## src/rtl/vga_timing_pkg.sv

```systemverilog
// 640x480@60 Hz timing constants, axis phase encoding and RRRGGGBB colour expansion helpers.
// Shared by the per-axis counters and the scanout top level.
package vga_timing_pkg;

    localparam int CNT_W    = 10;

    localparam int H_ACTIVE = 640;
    localparam int H_FRONT  = 16;
    localparam int H_SYNC   = 96;
    localparam int H_BACK   = 48;
    localparam int H_TOTAL  = H_ACTIVE + H_FRONT + H_SYNC + H_BACK;

    localparam int V_ACTIVE = 480;
    localparam int V_FRONT  = 10;
    localparam int V_SYNC   = 2;
    localparam int V_BACK   = 33;
    localparam int V_TOTAL  = V_ACTIVE + V_FRONT + V_SYNC + V_BACK;

    typedef enum logic [1:0] {
        PH_ACTIVE = 2'd0,
        PH_FRONT  = 2'd1,
        PH_SYNC   = 2'd2,
        PH_BACK   = 2'd3
    } phase_e;

    // Bit replication so that full-scale codes reach 8'hFF exactly.
    function automatic logic [7:0] expand3(input logic [2:0] c);
        return {c, c, c[2:1]};
    endfunction

    function automatic logic [7:0] expand2(input logic [1:0] c);
        return {c, c, c, c};
    endfunction

endpackage

```

## src/rtl/vga_axis_counter.sv

```systemverilog
// One scan axis: wrapping position counter plus ACTIVE/FRONT/SYNC/BACK phase FSM.
// Flags are registered state (zero latency from the count); no backpressure, advances when i_adv is high.
import vga_timing_pkg::*;

module vga_axis_counter #(
    parameter int P_ACTIVE = 640,
    parameter int P_FRONT  = 16,
    parameter int P_SYNC   = 96,
    parameter int P_BACK   = 48
) (
    input  logic             clock,
    input  logic             reset,
    input  logic             i_adv,
    output logic [CNT_W-1:0] o_cnt,
    output logic             o_active,
    output logic             o_sync
);

    localparam int TOTAL = P_ACTIVE + P_FRONT + P_SYNC + P_BACK;

    localparam logic [CNT_W-1:0] L_FRONT = CNT_W'(P_ACTIVE);
    localparam logic [CNT_W-1:0] L_SYNC  = CNT_W'(P_ACTIVE + P_FRONT);
    localparam logic [CNT_W-1:0] L_BACK  = CNT_W'(P_ACTIVE + P_FRONT + P_SYNC);
    localparam logic [CNT_W-1:0] L_LAST  = CNT_W'(TOTAL - 1);

    logic [CNT_W-1:0] r_cnt;
    logic [CNT_W-1:0] w_cnt_nxt;
    phase_e           r_phase;
    phase_e           w_phase_nxt;

    always_comb begin
        w_cnt_nxt = r_cnt;
        if (i_adv) begin
            w_cnt_nxt = (r_cnt == L_LAST) ? '0 : r_cnt + 1'b1;
        end
    end

    // Phase moves on the same edge as the count that enters the new region.
    always_comb begin
        w_phase_nxt = r_phase;
        if (i_adv) begin
            case (r_phase)
                PH_ACTIVE: if (w_cnt_nxt == L_FRONT) w_phase_nxt = PH_FRONT;
                PH_FRONT:  if (w_cnt_nxt == L_SYNC)  w_phase_nxt = PH_SYNC;
                PH_SYNC:   if (w_cnt_nxt == L_BACK)  w_phase_nxt = PH_BACK;
                PH_BACK:   if (w_cnt_nxt == '0)      w_phase_nxt = PH_ACTIVE;
                default:                             w_phase_nxt = PH_ACTIVE;
            endcase
        end
    end

    always_ff @(posedge clock or posedge reset) begin
        if (reset) begin
            r_cnt   <= '0;
            r_phase <= PH_ACTIVE;
        end else begin
            r_cnt   <= w_cnt_nxt;
            r_phase <= w_phase_nxt;
        end
    end

    assign o_cnt    = r_cnt;
    assign o_active = (r_phase == PH_ACTIVE);
    assign o_sync   = (r_phase == PH_SYNC);

endmodule

```

## src/rtl/vga_scanout.sv

```systemverilog
// 640x480@60 Hz scanout: coordinates out, colour in, registered sync/blank/RGB to the DAC.
// Latency one cycle from coordinate to DAC outputs; no backpressure, colour must be valid every cycle.
import vga_timing_pkg::*;

module vga_scanout (
    input  logic             clock,
    input  logic             reset,
    input  logic [7:0]       color_in,
    output logic [CNT_W-1:0] next_x,
    output logic [CNT_W-1:0] next_y,
    output logic             hsync,
    output logic             vsync,
    output logic [7:0]       red,
    output logic [7:0]       green,
    output logic [7:0]       blue,
    output logic             sync,
    output logic             clk,
    output logic             blank,
    output logic             frame_tick
);

    logic [CNT_W-1:0] w_h_cnt;
    logic [CNT_W-1:0] w_v_cnt;
    logic             w_h_active;
    logic             w_h_sync;
    logic             w_v_active;
    logic             w_v_sync;
    logic             w_line_end;
    logic             w_visible;
    logic             w_frame_end;

    logic             r_hsync;
    logic             r_vsync;
    logic             r_blank;
    logic             r_frame_tick;
    logic [7:0]       r_red;
    logic [7:0]       r_green;
    logic [7:0]       r_blue;

    assign w_line_end = (w_h_cnt == CNT_W'(H_TOTAL - 1));

    vga_axis_counter #(
        .P_ACTIVE (H_ACTIVE),
        .P_FRONT  (H_FRONT),
        .P_SYNC   (H_SYNC),
        .P_BACK   (H_BACK)
    ) u_h_axis (
        .clock    (clock),
        .reset    (reset),
        .i_adv    (1'b1),
        .o_cnt    (w_h_cnt),
        .o_active (w_h_active),
        .o_sync   (w_h_sync)
    );

    vga_axis_counter #(
        .P_ACTIVE (V_ACTIVE),
        .P_FRONT  (V_FRONT),
        .P_SYNC   (V_SYNC),
        .P_BACK   (V_BACK)
    ) u_v_axis (
        .clock    (clock),
        .reset    (reset),
        .i_adv    (w_line_end),
        .o_cnt    (w_v_cnt),
        .o_active (w_v_active),
        .o_sync   (w_v_sync)
    );

    assign w_visible   = w_h_active & w_v_active;
    assign w_frame_end = (w_h_cnt == '0) && (w_v_cnt == CNT_W'(V_ACTIVE));

    assign next_x = w_h_active ? w_h_cnt : '0;
    assign next_y = w_v_active ? w_v_cnt : '0;

    always_ff @(posedge clock or posedge reset) begin
        if (reset) begin
            r_hsync      <= 1'b1;
            r_vsync      <= 1'b1;
            r_blank      <= 1'b0;
            r_frame_tick <= 1'b0;
            r_red        <= '0;
            r_green      <= '0;
            r_blue       <= '0;
        end else begin
            r_hsync      <= ~w_h_sync;
            r_vsync      <= ~w_v_sync;
            r_blank      <= w_visible;
            r_frame_tick <= w_frame_end;
            r_red        <= w_visible ? expand3(color_in[7:5]) : '0;
            r_green      <= w_visible ? expand3(color_in[4:2]) : '0;
            r_blue       <= w_visible ? expand2(color_in[1:0]) : '0;
        end
    end

    assign hsync      = r_hsync;
    assign vsync      = r_vsync;
    assign blank      = r_blank;
    assign frame_tick = r_frame_tick;
    assign red        = r_red;
    assign green      = r_green;
    assign blue       = r_blue;
    assign sync       = 1'b0;
    assign clk        = clock;

endmodule

```

## config.mk

```make
export PLATFORM = sky130hd
export DESIGN_NAME = vga_scanout
export DESIGN_NICKNAME = d
export VERILOG_FILES = /design/src/rtl/vga_timing_pkg.sv /design/src/rtl/vga_axis_counter.sv /design/src/rtl/vga_scanout.sv
export SDC_FILE = /design/constraint.sdc
export NUM_CORES = 1
export LEC_CHECK = 0
export BUFFER_PORTS_ARGS = -buffer_cell sky130_fd_sc_hd__buf_4
export CORE_MARGIN = 4
export CORE_UTILIZATION = 57
export CTS_CLUSTER_DIAMETER = 80
export DETAILED_ROUTE_END_ITERATION = 10
export PLACE_DENSITY = 0.84
export SYNTH_ARGS = -nofsm -noshare
export SYNTH_HDL_FRONTEND = slang
export SYNTH_SLANG_ARGS = --single-unit
```

## constraint.sdc

```tcl
create_clock -name clock -period 5.7 [get_ports clock]
set_input_delay 0.855 -clock clock [delete_from_list [all_inputs] [get_ports clock]]
set_output_delay 0.855 -clock clock [all_outputs]
set_load 0.005 [all_outputs]
```

==> results.cfg, run 1 <==
[status]
status = finished, final reports clean

[die]
die_y_um = 71.5
core_area_sq_um = 3770
ioPinCount = 60
initial_core_util = 0.608
dieArea_sq_um = 5110
dieWidth_um = 71.5
placementRows = 22

[grt]
grt_max_degree = 37
grt_pass1_vias = 1750
overflow = 0
grt_usage = 0.199
antenna_found_initial = 0
grt_pass1_wl_um = 7900

[logic_synthesis]
yosysSeqAreaShare = 0.394
yosys.area.top_type = dfrtp_1
synth_top_cell_area_share = 0.371
synth_async_sr_flop_share = 1.00
synth-seq-cells = 36
syn-num-nets = 254
synth.area.top_cells = dfrtp_1 37%, ha_1 7.1%, buf_4 6.5%
syn_inst = 231
synth_edf_count = 0
yosysUniqueCellTypes = 53
synth_ff_type = dfrtp_1
syn_avg_cell_area_sq_um = 9.93
syn-cell-area_sq_um = 2290
synth_warnings = 0

[run]
drv_cap = 0

[hold_path]
min_from = u_h_axis.o_cnt[0]$_DFF_PP0_
holdCritPathClass = flip-flop to flip-flop

[worst_setup_path]
ff2ff_setup_slack_ps = 2680
worstSetupPathType = clock port to output port
cp-end-kind = output port
crit_start = clock
worstPathMaxFanout = 2
worstReg2RegStart = u_h_axis.o_cnt[0]$_DFF_PP0_
critPathLaunchType = clock port
required_ps = 4850
worstPathArrival_ps = 3200

[drt]
ant_nets = 0
drt_iter0_drc = 136
wirelength_um = 4780
post_drt_wl_per_cell_um = 14.9
drc = 0
viasPerCell = 5.61
dr.pass1.iters = 4
vias = 1802

[power_and_ir_drop]
irDropWorstVdd_uv = 141
leakagePower_nw = 1.30
power.density_nw_per_um2 = 195
power_uw = 531

[placement]
port_buffers = 58
pre_cts_slack_ps = 1880
dpl.hpwl_um = 3440
gp_congestion = 0.911

[clocking]
cts.clk_slew.worst_paths_ps = 70
post-cts-setup-buffer-count = 0
cts_hold_buf = 0
insertion_delay_ps = 400
cts_resized = 0
cts_tree = done

[timing]
rsz0062_at_grt = no
tns_ps = 0
hold_viol_final = 0
whs_ps = 532
clock_skew_ps = 7.87
fin_ws_ps = 1650
maxSlewViolCount = 0
setup_viol = 0
tightest_slew_ps = 623
slew_headroom = 0.585

[finish]
finalNetCount = 295
fin_util = 0.722
final_common_cell = buf_4
final_cell_mix = 59 x buf_4, 34 x dfrtp_1, 21 x and2_1, 16 x inv_1, 13 x ha_1
drive_gt1_frac = 0.308
n_antenna_cell = 0
synthToLayoutAreaGrowth_pct = 18.7
-- through the flow --
| stage | area [sq um] | std cells |
|---|---|---|
| 2_1_floorplan | 2290 | 231 |
| 3_3_place_gp | 2590 | 310 |
| 3_5_place_dp | 2590 | 310 |
| 4_1_cts | 2720 | 321 |
| 5_1_grt | 2720 | 321 |
| 6_report | 2720 | 321 |
-- power by group --
part | total [mW] | switching (mW) | internal, mW
clock network | 0.244 | 0.106 | 0.138
registers | 0.260 | 0.00221 | 0.258
logic | 0.0266 | 0.0107 | 0.0159
total | 0.531 | 0.119 | 0.412
-- critical path, cell delays in order --
cell	delay, ps
clkbuf_8	110
clkbuf_8	120
buf_4	120
-- cell families after synthesis --
kind of cell               Yosys count  synth area share
and+or+nand+nor                     88             0.252
adders and majority gates           13            0.0709
DFF                                 36             0.394
other                                1           0.00163
muxes                                4            0.0202
xor gates and xnor gates             9            0.0344
buffers and inverters               44             0.114
AOI/OAI and AO/OA                   36             0.113
-- cells in the mapped netlist, types with 2 or more instances --
cell,number
nand2b_1,2
o211ai_1,2
buf_4,20
xor2_1,6
nor4_1,4
mux2i_1,2
nand3_1,8
inv_1,16
and2_2,2
clkbuf_1,4
buf_6,3
nor4b_1,2
nor2b_1,2
nand2_1,7
and3_1,8
nor3_1,6
or3_1,2
o21ai_0,10
dfstp_2,2
o41ai_1,2
nor2_1,6
a31oi_1,3
xnor2_1,3
and2_1,21
o31ai_1,4
o21a_1,2
ha_1,13
a21oi_1,3
o21ai_1,2
nand4_1,8
dfrtp_1,34
-- state kept, by name, indices dropped and copies added (netlist names) --
name / flops
blank: 1
green: 3
u_v_axis.r_phase: 2
u_h_axis.r_phase: 2
vsync: 1
hsync: 1
red: 3
frame_tick: 1
u_v_axis.o_cnt: 10
u_h_axis.o_cnt: 10
blue: 2
-- path summary, 6_finish.rpt --
| check | end | cells past startpoint |
|---|---|---|
| worst min register to register | u_h_axis.o_cnt[0]$_DFF_PP0_ | 1 |
| worst min-delay path | u_h_axis.o_cnt[0]$_DFF_PP0_ | 1 |
| min in group asynchronous | u_v_axis.o_cnt[4]$_DFF_PP0_ | 3 |
| worst max-delay path | clk | 3 |
| worst max register to register | u_v_axis.r_phase[1]$_DFFE_PP0P_ | 9 |
| max in group asynchronous | hsync$_DFF_PP1_ | 3 |
-- layout make-up --
cell class | instances | area [sq um]
inverters | 16 | 60.1
clock inverters | 3 | 18.8
clock buffers | 9 | 118
multi-input cells | 151 | 1130
repair buffers | 58 | 435
flip-flops and latches | 36 | 903
fillers | 295 | 1050
well taps | 48 | 60.1
-- per-layer routing --
| layer | routed length, um | share of wire | vias to the layer above | global-route usage |
|---|---|---|---|---|
| met5 | 0 | 0 | - | 0 |
| met4 | 129 | 0.027 | 0 | 0.138 |
| met3 | 411 | 0.086 | 12 | 0.0547 |
| met2 | 2110 | 0.44 | 75 | 0.306 |
| met1 | 2130 | 0.45 | 842 | 0.242 |
| li1 | - | - | 873 | - |
(Power assumes the default switching activity.)
==> inputs of run 2 (changes only) <==
Settings changed: ABC_AREA set to 1, CORE_UTILIZATION 57 to 54, PLACE_DENSITY 0.84 to 0.79.
Clock period 5.7 ns to 3.8 ns, I/O delays scaled along.
==> results.cfg, run 2 <==
[status]
status = finished, final reports clean

[drt]
drt_iter0_drc = 152
drc = 0
wirelength_um = 5690
post_drt_wl_per_cell_um = 11.9
vias = 2330
viasPerCell = 4.87
ant_nets = 0
dr.pass1.iters = 4

[die]
initial_core_util = 0.572
placementRows = 24
dieWidth_um = 76.8
ioPinCount = 60
dieArea_sq_um = 5900
core_area_sq_um = 4470
die_y_um = 76.8

[worst_setup_path]
worstPathMaxFanout = 2
worstSetupPathType = clock port to output port
cp_cell_sequence = clkbuf_8, clkbuf_8, buf_4
path_buf_inv = 3
cp-end-kind = output port
path_common_cell = clkbuf_8
worstPathArrival_ps = 2250
cp_slowest_cell = clkbuf_8
critPathLaunchType = clock port
required_ps = 3230
cp_slowest_stage_delay_ps = 120
cp_top_family = buffers and inverters

[clocking]
cts_hold_buf = 0
cts_resized = 0
cts.clk_slew.worst_paths_ps = 80
post-cts-setup-buffer-count = 0
insertion_delay_ps = 400
cts_tree = done

[grt]
grt_pass1_wl_um = 10000
grt_pass1_vias = 2261
overflow = 0
antenna_found_initial = 0
grt_usage = 0.209
grt_max_degree = 24

[logic_synthesis]
synth_ff_type = dfrtp_1
synth_async_sr_flop_share = 1.00
syn_inst = 382
yosysSeqAreaShare = 0.353
synth_edf_count = 0
yosysUniqueCellTypes = 29
syn_avg_cell_area_sq_um = 6.69
syn-cell-area_sq_um = 2560
ys_top_cells_by_count = 120 x nand2_1, 72 x inv_1, 50 x nor2_1
synth_most_common_cell = nand2_1
synth_top_cell_area_share = 0.333
yosys.area.top_type = dfrtp_1
syn-num-nets = 405
synth_warnings = 0
synth-seq-cells = 36
synth.area.top_cells = dfrtp_1 33%, nand2_1 18%, inv_1 11%

[finish]
finalNetCount = 448
final_common_cell = nand2_1
fill_cells = 404
synthToLayoutAreaGrowth_pct = 18.0
drive_gt1_frac = 0.218
final_cell_mix = 120 x nand2_1, 72 x inv_1, 59 x buf_4, 50 x nor2_1, 34 x dfrtp_1
n_antenna_cell = 0
multi_input_area_sq_um = 1190
fin_util = 0.674
regArea_sq_um = 903

[power_and_ir_drop]
leakagePower_nw = 1.79
irDropWorstVdd_uv = 198
power.density_nw_per_um2 = 272

[timing]
setup_viol = 0
hold_viol_final = 0
tns_ps = 0
whs_ps = 358
tightest_slew_ps = 878
rsz0062_at_grt = no
slew_headroom = 0.414
clock_skew_ps = 9.96
maxSlewViolCount = 0

[placement]
gp_congestion = 0.880
port_buffers = 58
dpl.hpwl_um = 4280

[run]
drv_cap = 0

[hold_path]
holdCritPathClass = primary input to async pin
run 2: cell types whose count changed in the layout (fill, tap and decap cells not counted), moves of 5 or more:
cell     change
nand3_1      +9
xor2_1       -5
nor2_1      +44
inv_1       +56
nand2_2      +7
nand2_1    +113
and2_1      -21
o21ai_0      -8
and3_1       -8
run 2: worst reg2reg max path, cell delays in order, from the launching register on:
cell	delay, ps
dfrtp_1	420
ha_1	210
nand2_2	90
nor2_4	160
inv_2	70
nor2_4	300
nand2_1	110
nand2_1	80
nand2_1	50
nor2_1	120
nand2_1	70
nand2_1	70
nand2_2	60
nor2_4	150
nand3_2	80
nand2_1	60
nand2_1	40
run 2: logic make-up (layout without fill, tap and decap cells):
| group | count (synthesis) | count (layout) | synth area share |
|---|---|---|---|
| other | 1 | 1 | 0.00147 |
| DFF | 36 | 36 | 0.353 |
| AOI/OAI and AO/OA | 11 | 11 | 0.0274 |
| adders and majority gates | 13 | 13 | 0.0636 |
| buffers and inverters | 101 | 145 | 0.182 |
| and+or+nand+nor | 219 | 219 | 0.369 |
| xor gates and xnor gates | 1 | 1 | 0.00343 |
run 2: per-layer routing:
metal  GRT usage  wire (um)
met3      0.0550        492
met1       0.264       2580
met5           0          0
met2       0.330       2510
met4       0.101        111
run 2: worst paths after layout:
kind	startpoint	end	slack, ps	cells after the start
max reg2reg	u_h_axis.o_cnt[0]$_DFF_PP0_	u_v_axis.r_phase[1]$_DFFE_PP0P_	1530	16
min reg2reg	u_h_axis.o_cnt[0]$_DFF_PP0_	u_h_axis.o_cnt[0]$_DFF_PP0_	530	1
max in group asynchronous	reset	hsync$_DFF_PP1_	2650	3
min	reset	u_v_axis.o_cnt[0]$_DFF_PP0_	360	2
min in group clock	color_in[4]	green[4]$_DFF_PP0_	380	3
max	clock	clk	980	3
run 2: power breakdown:
part / leakage (nW) / internal [mW] / switching (mW)
Sequential: 0.458 / 0.387 / 0.00322
Combinational: 1.27 / 0.0232 / 0.0172
Clock: 0.0708 / 0.227 / 0.162
run 2: layout make-up:
| cell class | instances | share of cell area |
|---|---|---|
| Clock buffer | 11 | 0.0448 |
| Tap cell | 52 | 0.0216 |
| Timing Repair Buffer | 58 | 0.144 |
| Multi-Input combinational cell | 245 | 0.394 |
| Sequential cell | 36 | 0.299 |
| Clock inverter | 1 | 0.00249 |
| Inverter | 75 | 0.0933 |
run 2: through the flow:
stage               std cells  worst slack [ps]  instance area [sq um]  power [mW]
global placement          467              1220                   2880       0.456
CTS                       478               969                   3020       0.831
finish                    478               976                   3020       0.820
floorplan                 382              1220                   2560       0.439
global route              478               969                   3020       0.852
detailed placement        467              1220                   2880       0.457
==> inputs of run 3 (changes only) <==
Settings changed: CORE_UTILIZATION 54 to 49, PLACE_DENSITY 0.79 to 0.76.
Clock period 3.8 ns to 2.3 ns, I/O delays scaled along.
==> results.cfg, run 3 (same netlist as run 2, synthesis figures left out) <==
[worst_setup_path]
path_buf_inv = 2
cp_top_family = simple AND/OR/NAND/NOR gates
crit_end = u_v_axis.r_phase[1]$_DFFE_PP0P_
path_common_cell = nand2_1
cp.depth = 17
critPathLaunchType = flip-flop
cp-end-kind = flip-flop
worstPathArrival_ps = 2390
required_ps = 2580
worstSetupPathType = flip-flop to flip-flop
worstReg2RegStart = u_h_axis.o_cnt[0]$_DFF_PP0_
crit_start = u_h_axis.o_cnt[0]$_DFF_PP0_
cp_slowest_stage_delay_ps = 410
reg2regPathDepth = 17
ff2ff_setup_slack_ps = 190
cp_cell_sequence = ha_1, nand2_2, nor2_4, nand2_1, nor2_4, buf_4, buf_4, nand2_1, nand2_1, nor2_2, nand2_1, nand2_1, nand2_2, nor2_4, nand3_2, nand2_1, nand2_1
r2r_end = u_v_axis.r_phase[1]$_DFFE_PP0P_
cp_slowest_cell = dfrtp_1
worstPathMaxFanout = 7

[drt]
dr.pass1.iters = 4
wirelength_um = 6020
ant_nets = 0
viasPerCell = 4.73
vias = 2400
drc = 0
post_drt_wl_per_cell_um = 11.9
drt_iter0_drc = 192

[status]
status = finished, final reports clean

[timing]
setup_viol = 0
tns_ps = 0
hold_viol_final = 0
fin_ws_ps = 192
maxSlewViolCount = 0
min_period_ps = 2110
clock_skew_ps = 5.49
fmaxAchievable_mhz = 474
min_period_over_period = 0.916

[hold_path]
holdCritPathClass = primary input to async pin

[die]
die_y_um = 80.2
dieArea_sq_um = 6440
core_area_sq_um = 5070
placementRows = 26
initial_core_util = 0.504
ioPinCount = 60
dieWidth_um = 80.2

[clocking]
cts_tree = done
cts_hold_buf = 0
cts.clk_slew.worst_paths_ps = 70
insertion_delay_ps = 390

[placement]
pre_cts_slack_ps = 114
dpl.hpwl_um = 4400
gp_congestion = 0.905
dpl_cell_area_sq_um = 2910
port_buffers = 58

[finish]
final_common_cell = nand2_1
fin_area_sq_um = 3150
finalNetCount = 459
synthToLayoutAreaGrowth_pct = 23.2
n_antenna_cell = 0
drive_gt1_frac = 0.252
final_cell_mix = 120 x nand2_1, 72 x inv_1, 69 x buf_4, 48 x nor2_1, 32 x dfrtp_1

[grt]
grt_pass1_wl_um = 9920
grt_usage = 0.193
antenna_found_initial = 0
overflow = 0
grt_pass1_vias = 2286
grt_max_degree = 37

[run]
drv_cap = 0

[power_and_ir_drop]
power.density_nw_per_um2 = 451
leakagePower_nw = 1.85
irDropWorstVdd_uv = 358
run 3: layout make-up:
cell class / instances / area, sq um
fill: 494 / 1920
multi-input combinational: 246 / 1210
sequential: 36 / 906
timing repair buffer: 68 / 510
inverter: 75 / 282
clock buffer: 10 / 121
tap: 70 / 87.6
clock inverter: 2 / 35.0
run 3: worst min path at each step:
stage | slack [ps] | to | from | depth (start not counted)
finish | 50 | blank$_DFF_PP0_ | reset | 3
global route | 80 | blank$_DFF_PP0_ | reset | 3
CTS | 80 | u_v_axis.o_cnt[8]$_DFF_PP0_ | reset | 3
detailed placement | 430 | clk | clock | 1
global placement | 430 | clk | clock | 1
floorplan | 430 | clk | clock | 1
run 3: repair_timing:
item                                    CTS  global route
endpoints found under the setup margin    0             4
buffers inserted                          0             9
gates resized for setup                   0             6
run 3: per-stage QoR:
| step | hold slack, ps | total power, mW | std cells | utilization |
|---|---|---|---|---|
| finish | 50.9 | 1.42 | 507 | 0.621 |
| global route | 77.2 | 1.49 | 507 | 0.621 |
| CTS | 78.4 | 1.44 | 497 | 0.603 |
| detailed placement | 426 | 0.755 | 486 | 0.574 |
| global placement | 426 | 0.753 | 486 | 0.574 |
| floorplan | 426 | 0.725 | 382 | - |
run 3: per-layer routing:
metal,vias to the layer above,wire (um),GRT usage
li1,1223,-,-
met1,1057,2600,0.240
met2,110,2790,0.322
met3,10,539,0.0482
met4,0,91,0.0709
met5,-,0,0
run 3: where the power goes:
part	switching, mW	internal, mW	leakage, nW
Sequential	0.00529	0.640	0.455
Combinational	0.0288	0.0385	1.32
Clock	0.256	0.453	0.0815
run 3: worst min-delay path: stages:
cell and delay [ps]:
buf_4 110, inv_1 40, buf_4 390
